## config.mk

```make
export PLATFORM = sky130hd
export DESIGN_NAME = exec_mem_stage_flat
export DESIGN_NICKNAME = d
export VERILOG_FILES = /design/src/rtl/exec_mem_stage_if.sv /design/src/rtl/exec_mem_stage.sv /design/src/flat_wrapper.sv
export SDC_FILE = /design/constraint.sdc
export NUM_CORES = 2
export LEC_CHECK = 0
export BUFFER_PORTS_ARGS = -buffer_cell sky130_fd_sc_hd__buf_2
export CORE_AREA = 2 2 548 550
export CTS_BUF_LIST = sky130_fd_sc_hd__clkbuf_8
export CTS_CLUSTER_SIZE = 10
export DETAILED_ROUTE_END_ITERATION = 10
export DIE_AREA = 0 0 550 552
export GPL_ROUTABILITY_DRIVEN = 0
export PLACE_DENSITY = 0.82
export SLEW_MARGIN = 5
export SYNTH_ARGS = -nofsm -noshare
export SYNTH_HDL_FRONTEND = slang
export SYNTH_SLANG_ARGS = --single-unit
```

## constraint.sdc

```tcl
create_clock -name clk -period 10.76 [get_ports clk]
set_clock_uncertainty 0.1 [all_clocks]
set_input_delay 0.538 -clock clk [delete_from_list [all_inputs] [get_ports clk]]
set_output_delay 0.538 -clock clk [all_outputs]
set_load 0.05 [all_outputs]
```

## src/rtl/exec_mem_stage_if.sv

```systemverilog
// Bundle between the fetch/decode front end and the execute/memory stage.
// The front end drives operands and decoded control. The stage returns the
// write-back value, the next PC and the stall handshake.
interface exec_mem_stage_if;
  logic [15:0] PC;
  logic [15:0] PC_plus1;
  logic [15:0] branch_addr;
  logic [15:0] INSTR;
  logic [15:0] data1;
  logic [15:0] data2;
  logic [15:0] sign_ext_out;
  logic [2:0]  ALUop;
  logic        ALUsrc;
  logic        Jump;
  logic        Branch;
  logic        MemRead;
  logic        MemWrite;
  logic        MemToReg;
  logic [15:0] C;
  logic [15:0] PC_next;
  logic        stall;
  logic        wb_valid;
  logic        zero;

  modport master (
    output PC, PC_plus1, branch_addr, INSTR, data1, data2, sign_ext_out,
           ALUop, ALUsrc, Jump, Branch, MemRead, MemWrite, MemToReg,
    input  C, PC_next, stall, wb_valid, zero
  );

  modport slave (
    input  PC, PC_plus1, branch_addr, INSTR, data1, data2, sign_ext_out,
           ALUop, ALUsrc, Jump, Branch, MemRead, MemWrite, MemToReg,
    output C, PC_next, stall, wb_valid, zero
  );
endinterface

```

## src/rtl/exec_mem_stage.sv

```systemverilog
// Execute / memory / write-back stage of the single-cycle MCU.
// Contains the ALU, next-PC selection and a data memory with a fixed
// three-cycle access. A small FSM holds the front end while a load or
// store is in flight.
module exec_mem_stage #(
  parameter int DMEM_DEPTH = 256
) (
  input logic             clk,
  input logic             nClear,
  exec_mem_stage_if.slave bus
);
  localparam int AW = $clog2(DMEM_DEPTH);

  typedef enum logic [1:0] {IDLE, ACC, RESP} state_t;

  state_t        state;
  logic [AW-1:0] addr_q;
  logic [15:0]   wdata_q;
  logic [15:0]   rdata;
  logic          rd_q;
  logic          wr_q;

  logic [15:0]   op_b;
  logic [15:0]   alu_out;
  logic [15:0]   pc_sel;
  logic          mem_op;

  logic [15:0]   mem [DMEM_DEPTH];

  // ALU: 16-bit result, carries and overflow dropped
  always_comb begin
    op_b    = bus.ALUsrc ? bus.sign_ext_out : bus.data2;
    alu_out = '0;
    unique case (bus.ALUop)
      3'd0: alu_out = bus.data1 + op_b;
      3'd1: alu_out = bus.data1 - op_b;
      3'd2: alu_out = bus.data1 & op_b;
      3'd3: alu_out = bus.data1 | op_b;
      3'd4: alu_out = bus.data1 ^ op_b;
      3'd5: alu_out = bus.data1 << op_b[3:0];
      3'd6: alu_out = bus.data1 >> op_b[3:0];
      3'd7: alu_out = ($signed(bus.data1) < $signed(op_b)) ? 16'h0001 : 16'h0000;
      default: alu_out = '0;
    endcase
  end

  // Next-PC priority and stage outputs.
  // The stall signal comes combinationally from the state, so a memory
  // instruction holds the PC in the same cycle that it is decoded.
  always_comb begin
    mem_op = bus.MemRead | bus.MemWrite;
    bus.zero = (alu_out == 16'h0000);
    if (bus.Jump)
      pc_sel = {bus.PC_plus1[15:12], bus.INSTR[11:0]};
    else if (bus.Branch && bus.zero)
      pc_sel = bus.branch_addr;
    else
      pc_sel = bus.PC_plus1;
    bus.stall    = ((state == IDLE) && mem_op) || (state == ACC);
    bus.wb_valid = ~bus.stall;
    bus.PC_next  = bus.stall ? bus.PC : pc_sel;
    bus.C        = ((state == RESP) && bus.MemToReg) ? rdata : alu_out;
  end

  // Access FSM. The address and data are latched on entry to ACC, so
  // register-file updates during the stall cannot disturb the access.
  always_ff @(posedge clk) begin
    if (!nClear) begin
      state   <= IDLE;
      addr_q  <= '0;
      wdata_q <= '0;
      rd_q    <= 1'b0;
      wr_q    <= 1'b0;
      rdata   <= '0;
    end else begin
      unique case (state)
        IDLE: if (mem_op) begin
          addr_q  <= alu_out[AW-1:0];
          wdata_q <= bus.data2;
          wr_q    <= bus.MemWrite;
          rd_q    <= bus.MemRead & ~bus.MemWrite;  // a write wins over a read
          state   <= ACC;
        end
        ACC: begin
          if (rd_q) rdata <= mem[addr_q];
          state <= RESP;
        end
        RESP:    state <= IDLE;
        default: state <= IDLE;
      endcase
    end
  end

  // Memory array commit. It has no reset, and a reset during ACC
  // suppresses the pending write.
  always_ff @(posedge clk) begin
    if (nClear && (state == ACC) && wr_q)
      mem[addr_q] <= wdata_q;
  end
endmodule

```

## src/flat_wrapper.sv

```systemverilog
// flat-port wrapper written by rule: the top's interface ports become plain ports
module exec_mem_stage_flat 
#(
  parameter int DMEM_DEPTH = 256
)
  (clk, nClear, bus_PC, bus_PC_plus1, bus_branch_addr, bus_INSTR, bus_data1, bus_data2, bus_sign_ext_out, bus_ALUop, bus_ALUsrc, bus_Jump, bus_Branch, bus_MemRead, bus_MemWrite, bus_MemToReg, bus_C, bus_PC_next, bus_stall, bus_wb_valid, bus_zero);
  exec_mem_stage_if bus_i ();
  input logic clk;
  input logic nClear;
  input wire logic [$bits(bus_i.PC)-1:0] bus_PC;
  input wire logic [$bits(bus_i.PC_plus1)-1:0] bus_PC_plus1;
  input wire logic [$bits(bus_i.branch_addr)-1:0] bus_branch_addr;
  input wire logic [$bits(bus_i.INSTR)-1:0] bus_INSTR;
  input wire logic [$bits(bus_i.data1)-1:0] bus_data1;
  input wire logic [$bits(bus_i.data2)-1:0] bus_data2;
  input wire logic [$bits(bus_i.sign_ext_out)-1:0] bus_sign_ext_out;
  input wire logic [$bits(bus_i.ALUop)-1:0] bus_ALUop;
  input wire logic [$bits(bus_i.ALUsrc)-1:0] bus_ALUsrc;
  input wire logic [$bits(bus_i.Jump)-1:0] bus_Jump;
  input wire logic [$bits(bus_i.Branch)-1:0] bus_Branch;
  input wire logic [$bits(bus_i.MemRead)-1:0] bus_MemRead;
  input wire logic [$bits(bus_i.MemWrite)-1:0] bus_MemWrite;
  input wire logic [$bits(bus_i.MemToReg)-1:0] bus_MemToReg;
  output wire logic [$bits(bus_i.C)-1:0] bus_C;
  output wire logic [$bits(bus_i.PC_next)-1:0] bus_PC_next;
  output wire logic [$bits(bus_i.stall)-1:0] bus_stall;
  output wire logic [$bits(bus_i.wb_valid)-1:0] bus_wb_valid;
  output wire logic [$bits(bus_i.zero)-1:0] bus_zero;
  assign bus_i.PC = bus_PC;
  assign bus_i.PC_plus1 = bus_PC_plus1;
  assign bus_i.branch_addr = bus_branch_addr;
  assign bus_i.INSTR = bus_INSTR;
  assign bus_i.data1 = bus_data1;
  assign bus_i.data2 = bus_data2;
  assign bus_i.sign_ext_out = bus_sign_ext_out;
  assign bus_i.ALUop = bus_ALUop;
  assign bus_i.ALUsrc = bus_ALUsrc;
  assign bus_i.Jump = bus_Jump;
  assign bus_i.Branch = bus_Branch;
  assign bus_i.MemRead = bus_MemRead;
  assign bus_i.MemWrite = bus_MemWrite;
  assign bus_i.MemToReg = bus_MemToReg;
  assign bus_C = bus_i.C;
  assign bus_PC_next = bus_i.PC_next;
  assign bus_stall = bus_i.stall;
  assign bus_wb_valid = bus_i.wb_valid;
  assign bus_zero = bus_i.zero;
  exec_mem_stage #(.DMEM_DEPTH(DMEM_DEPTH)) u_core (.clk(clk), .nClear(nClear), .bus(bus_i));
endmodule
```

# After elaboration in Yosys (flattened, before gate mapping)
# Memory sizes are Yosys's and may differ from the RTL's. A register that Yosys moved wholly into a read port is not among the register bits.
# Index checks and enable logic that the tools add are counted.
word_totals:
  register_bits: 28
  romBits: 0
  ramBits: 4096
  latch_bits: 0
  n_memories: 1
  output_inout_bits: 35
  wordCells: 51
mem_list:
  columns: ["name", "depth", "word_bits", "read_ports", "rd_clocked_by_memory_dff", "write_ports", "line", "text"]
  rows:
  - ["u_core.mem", 256, 16, 1, 1, 1, "exec_mem_stage.sv:28", "logic [15:0] mem [DMEM_DEPTH];"]
classes:
  bitwise: 7
  muxes: 11
  mul: 0
  order_cmp: 1
  n_eq_ne: 10
  div_mod_pow: 0
  reduce_logical: 12
  n_shift: 2
  addsub: 2
ops:
  columns: ["op", "count"]
  rows:
  - ["$pmux 16 s8", 1]
  - ["$mux 16", 5]
  - ["$add 16x16->16", 1]
  - ["$and 16x16->16", 1]
  - ["$logic_not 16->1", 1]
  - ["$lt 16x16->1", 1]
  - ["$or 16x16->16", 1]
  - ["$shl 16x4->16", 1]
  - ["$shr 16x4->16", 1]
  - ["$sub 16x16->16", 1]
  - ["$xor 16x16->16", 1]
  - ["$eq 3x3->1 const B", 4]
  - ["$eq 3x2->1 const B", 2]
  - ["$logic_and 1x1->1", 5]
  - ["$pmux 2 s2", 1]
  - ["$reduce_and 2->1", 2]
  - ["$eq 3x1->1 const B", 1]
  - ["$logic_not 3->1", 1]
  - ["$mux 1", 3]
  - ["$eq 2x1->1 const B", 1]
  - ["$eq 2x2->1 const B", 1]
  - ["$logic_not 2->1", 1]
  - ["$mux 2", 1]
  - ["$ne 2x1->1 const B", 1]
  - ["5 further kinds", 6]

# Depth between registers and ports, before layout
depth:
  word_depth: 9
  depth_mapped: 20

# Least setup slack after synthesis
# OpenSTA, ideal clock, no wires.
synth_path:
  path_type: "input port to output port"
  start: "in bus_ALUsrc"
  end: "out bus_PC_next[10]"
  stages: 20
  path_buffers: 5
  path_slack_ps: 5382
  arrival_ps: 4740
  t_required_ps: 10122
  path_cell_list: "buf_6 -> mux2i_1 -> buf_6 -> inv_6 -> buf_8 -> ha_1 -> inv_1 -> fa_1 -> nand2b_1 -> a21oi_1 -> a211oi_1 -> o21ai_1 -> o31a_1 -> xnor2_1 -> a221oi_1 -> and4_1 -> buf_4 -> buf_4 -> nand3_1 -> a31oi_1"
synth_via:
  elab_chain_cells: 9
synth_lines:
  columns: ["item", "line", "text"]
  rows:
  - ["start, declared", "flat_wrapper.sv:18", "input wire logic [$bits(bus_i.ALUsrc)-1:0] bus_ALUsrc;"]
  - ["$mux 16 *", "exec_mem_stage.sv:32", "op_b = bus.ALUsrc ? bus.sign_ext_out : bus.data2;"]
  - ["$lt 16x16->1", "exec_mem_stage.sv:42", "3'd7: alu_out = ($signed(bus.data1) < $signed(op_b)) ? 16'h0001 : 16'h0000;"]
  - ["$mux 1", "exec_mem_stage.sv:42", null]
  - ["$pmux 16 s8 *", "exec_mem_stage.sv:34", "unique case (bus.ALUop)"]
  - ["$logic_not 16->1 *", "exec_mem_stage.sv:52", "bus.zero = (alu_out == 16'h0000);"]
  - ["$logic_and 1x1->1 *", "exec_mem_stage.sv:55", "else if (bus.Branch && bus.zero)"]
  - ["$mux 16 *", "exec_mem_stage.sv:55", null]
  - ["$mux 16 *", "exec_mem_stage.sv:53", "if (bus.Jump)"]
  - ["$mux 16 *", "exec_mem_stage.sv:61", "bus.PC_next = bus.stall ? bus.PC : pc_sel;"]
  - ["end, declared", "flat_wrapper.sv:25", "output wire logic [$bits(bus_i.PC_next)-1:0] bus_PC_next;"]
# Every way passes the cells marked *; elsewhere a longest branch is shown, timed or not.

# Final worst setup path
layout_path:
  start: "in bus_data2[1]"
  end: "out bus_PC_next[14]"
layout_via:
  elab_chain_cells: 9
layout_lines:
  columns: ["item", "line", "text"]
  rows:
  - ["start, declared", "flat_wrapper.sv:15", "input wire logic [$bits(bus_i.data2)-1:0] bus_data2;"]
  - ["$mux 16 *", "exec_mem_stage.sv:32", null]
  - ["$lt 16x16->1", "exec_mem_stage.sv:42", null]
  - ["$mux 1", "exec_mem_stage.sv:42", null]
  - ["$pmux 16 s8 *", "exec_mem_stage.sv:34", null]
  - ["$logic_not 16->1 *", "exec_mem_stage.sv:52", null]
  - ["$logic_and 1x1->1 *", "exec_mem_stage.sv:55", null]
  - ["$mux 16 *", "exec_mem_stage.sv:55", null]
  - ["$mux 16 *", "exec_mem_stage.sv:53", null]
  - ["$mux 16 *", "exec_mem_stage.sv:61", null]
# Marked as above.

==> results.json <==
{
  "dieArea_um2": 304000,
  "cpPeakStageDelay_ns": 0.78,
  "final_max_slew_viol_count": 0,
  "crit_path_frequent_cell": "buf_2",
  "endpoint_kind": "output port",
  "area_delta_synth_final_pct": 11.3,
  "hold_class": "primary input to flip-flop",
  "postSynthAreaPerCell_um2": 22.8,
  "synthArstFlopShare_pct": 0,
  "ys_warn_count": 0,
  "regArea_um2": 124000,
  "drtPass1Iterations": 11,
  "setup_tns_ns": 0,
  "nFillCells": 18800,
  "synth_edf_count": 4096,
  "ant_nets": 0,
  "ys_types": 91,
  "p_leak_nw": 57.2,
  "io_pins": 158,
  "clock.fmax_mhz": 145,
  "drcViolationCount": 31,
  "layout_min_cycle_time_ns": 6.92,
  "antenna_found_initial": 19,
  "required_ns": 10.12,
  "coreArea_um2": 298000,
  "status": "complete, but fails checks",
  "hold_viol_final": 0,
  "critPathKind": "primary input to output port",
  "cts_sinks": 4140,
  "grt_use_total_pct": 27.8,
  "slew_headroom_pct": 7.31,
  "grt_pass1_wl_um": 603000,
  "ys_seq_area_share_pct": 76.1,
  "via_count": 83900,
  "power_per_cell_area_nw_per_um2": 183,
  "violations": "DRC",
  "portBuffers": 153,
  "die_w_um": 550,
  "min-delay-start": "bus_MemRead",
  "layout.nets": 7990,
  "wirelength_um": 426000,
  "cp.depth": 16,
  "cts_buffers": 614,
  "fin_crit_sh_pct": 64.3,
  "cp-startpoint": "bus_data2[1]",
  "whs_path_depth": 5,
  "rr_worst_depth": 8,
  "ys_seq_elements": 4140,
  "grt_max_degree": 129,
  "fin_util_pct": 60.7,
  "setup_viol": 0,
  "htree_num_levels": 6,
  "critPathSlowestCell": "mux2i_4",
  "cap_violations": 0,
  "final_layout_size_suffix_gt1_share_pct": 33.1,
  "start_util_pct": 54.6,
  "synth_cells": 7132,
  "drt_iter0_markers": 15500,
  "worst-endpoint-arrival_ns": 6.28,
  "cts_buffer_depth": 4,
  "ir_worst_vdd_mv": 0.117,
  "syn_nets": 7306,
  "multi_input_area_um2": 37400,
  "rsz0062_at_grt": "no",
  "path_delay_family": "compound AO/OA/AOI/OAI gates",
  "rows": 201,
  "postCtsSetupBuffers": 0,
  "grt-ovfl-total": 0,
  "grt_pass1_vias": 84500,
  "syn_area_um2": 163000,
  "crit_path_start_kind": "primary input",
  "worstPathCellList": "dlygate4sd3_1 -> buf_2 -> mux2i_4 -> inv_2 -> ha_1 -> a211oi_1 -> o21bai_1 -> a21oi_1 -> xor2_1 -> o2111a_1 -> nand2b_1 -> nor4b_2 -> nand4bb_1 -> o31ai_1 -> a31oi_1 -> buf_2",
  "die_h_um": 552,
  "ys.flop_type": "edfxtp_1",
  "hold_ws_ns": 0.178,
  "cts_hold_buf": 34,
  "r2r-start": "u_core.addr_q[0]$_SDFFE_PN0P_",
  "clock_latency_ns": 1.13,
  "worst-path-buf-inv": 4,
  "cts_tree": "yes",
  "dpl.hpwl_um": 242000,
  "vias_per_cell": 6.84,
  "cts.clk_slew.worst_paths_ns": 0.06,
  "cts-root-buf": "clkbuf_8",
  "tightestPinTransition_ns": 1.39,
  "ctsResizeCount": 0,
  "wire_per_inst_um": 34.7,
  "worst-path-max-fanout": 30
}
==> cells by family after synthesis <==
kind of cell	synth area share, %
and+or+nand+nor	1.89
buffers and inverters	1.28
DFF	76.1
AOI/OAI and AO/OA	1.57
muxes	18.7
xor gates and xnor gates	0.0914
adders and majority gates	0.407
==> per-stage QoR <==
| step | setup WS (ns) | cell area, µm² | power, W | cells |
|---|---|---|---|---|
| 2_1_floorplan | 5.38 | 163000 | 0.0204 | 7132 |
| 3_3_place_gp | 4.12 | 170000 | 0.0214 | 11100 |
| 3_5_place_dp | 4.01 | 170000 | 0.0215 | 11100 |
| 4_1_cts | 3.94 | 181000 | 0.0332 | 12300 |
| 5_1_grt | 3.41 | 181000 | 0.0340 | 12300 |
| 6_report | 3.84 | 181000 | 0.0332 | 12300 |
==> Yosys cell counts, types with 13 or more instances <==
master    count  area share [%]
edfxtp_1   4096              76
a21oi_1      61            0.19
nor3_1       30           0.092
a21boi_0     23            0.11
a211oi_1     14           0.065
mux2i_1      59            0.36
o21ai_0      54            0.17
o22ai_1      21           0.081
clkbuf_1    184            0.42
nand3_1      61            0.19
nand2_1     158            0.36
a31oi_1      31            0.12
ha_1         49            0.38
nand2b_1     16           0.061
inv_1        48            0.11
nor2_1      331            0.76
mux4_2     1312              18
o21ai_1      15           0.046
buf_4        20           0.092
nand4_1      17           0.065
dfxtp_1      44            0.54
a22oi_1      52            0.24
buf_2       148            0.45
xnor2_1      13           0.070
mux2_2       15            0.10
buf_1        43           0.099
nor2b_1      21           0.081
or3_1        17           0.065
==> path summary, 6_finish.rpt <==
kind | endpoint | slack, ns
worst max register to register | u_core.rdata[10]$_SDFFE_PN0P_ | 5.01
worst min register to register | u_core.rdata[9]$_SDFFE_PN0P_ | 0.38
worst max-delay path | bus_PC_next[14] | 3.84
worst min-delay path | u_core.addr_q[7]$_SDFFE_PN0P_ | 0.18
==> registers in the layout, indices dropped and copies added, names as in the netlist <==
register	cells
u_core.mem	4096
u_core.rdata	16
u_core.wdata_q	16
u_core.addr_q	8
u_core.state	2
u_core.rd_q	1
u_core.wr_q	1
==> layout make-up <==
cell class	instances	area share, %
Antenna cell	10	0.0138
Timing Repair Buffer	476	1.94
Clock inverter	482	1.44
Inverter	51	0.108
Tap cell	3958	2.73
Sequential cell	4140	68.4
Clock buffer	623	4.73
Multi-Input combinational cell	2533	20.6
==> per-layer routing <==
layer	global-route usage, %	vias to the layer above	wire, µm
met1	35.9	43100	139000
li1	-	31900	-
met2	42.8	7463	201000
met5	0	-	121
met4	14.8	16	25900
met3	8.35	1407	58900
==> cells in the final DEF (no fill, tap or decap), drive strengths merged, types with 7 or more instances in the layout <==
cell type and n:
clkinv 221, nand3 62, a2111oi 7, a32oi 10, o22ai 21, nand2b 16, a221oi 8, nor2 332
nor2b 21, dfxtp 44, and2 8, mux2i 67, bufinv 14, buf 442, o21ai 69, o211ai 8
nand2 159, diode 10, a21boi 23, o31ai 9, dlygate4sd3 34, xnor2 13, inv 287, nor4 8
a211oi 15, a22oi 52, ha 49, a31oi 31, mux2 15, nand4 18, edfxtp 4096, nor3 32
clkinvlp 11, a21oi 62, or3 17, clkbuf 623, mux4 1312
==> report_power, final <==
group	switching (W)	internal (W)
Combinational	0.00200	0.00129
Clock	0.00609	0.00579
Sequential	0.000176	0.0179
Total	0.00827	0.0250
==> worst reg2reg max path: cells and delay by family, from the launching register on <==
family / cells / cell delay, ns
muxes: 3 / 1.86
buffers and inverters: 2 / 1.38
AOI/OAI and AO/OA: 3 / 1.40
DFF: 1 / 0.97
No activity file was read; power rests on OpenSTA's default activity.
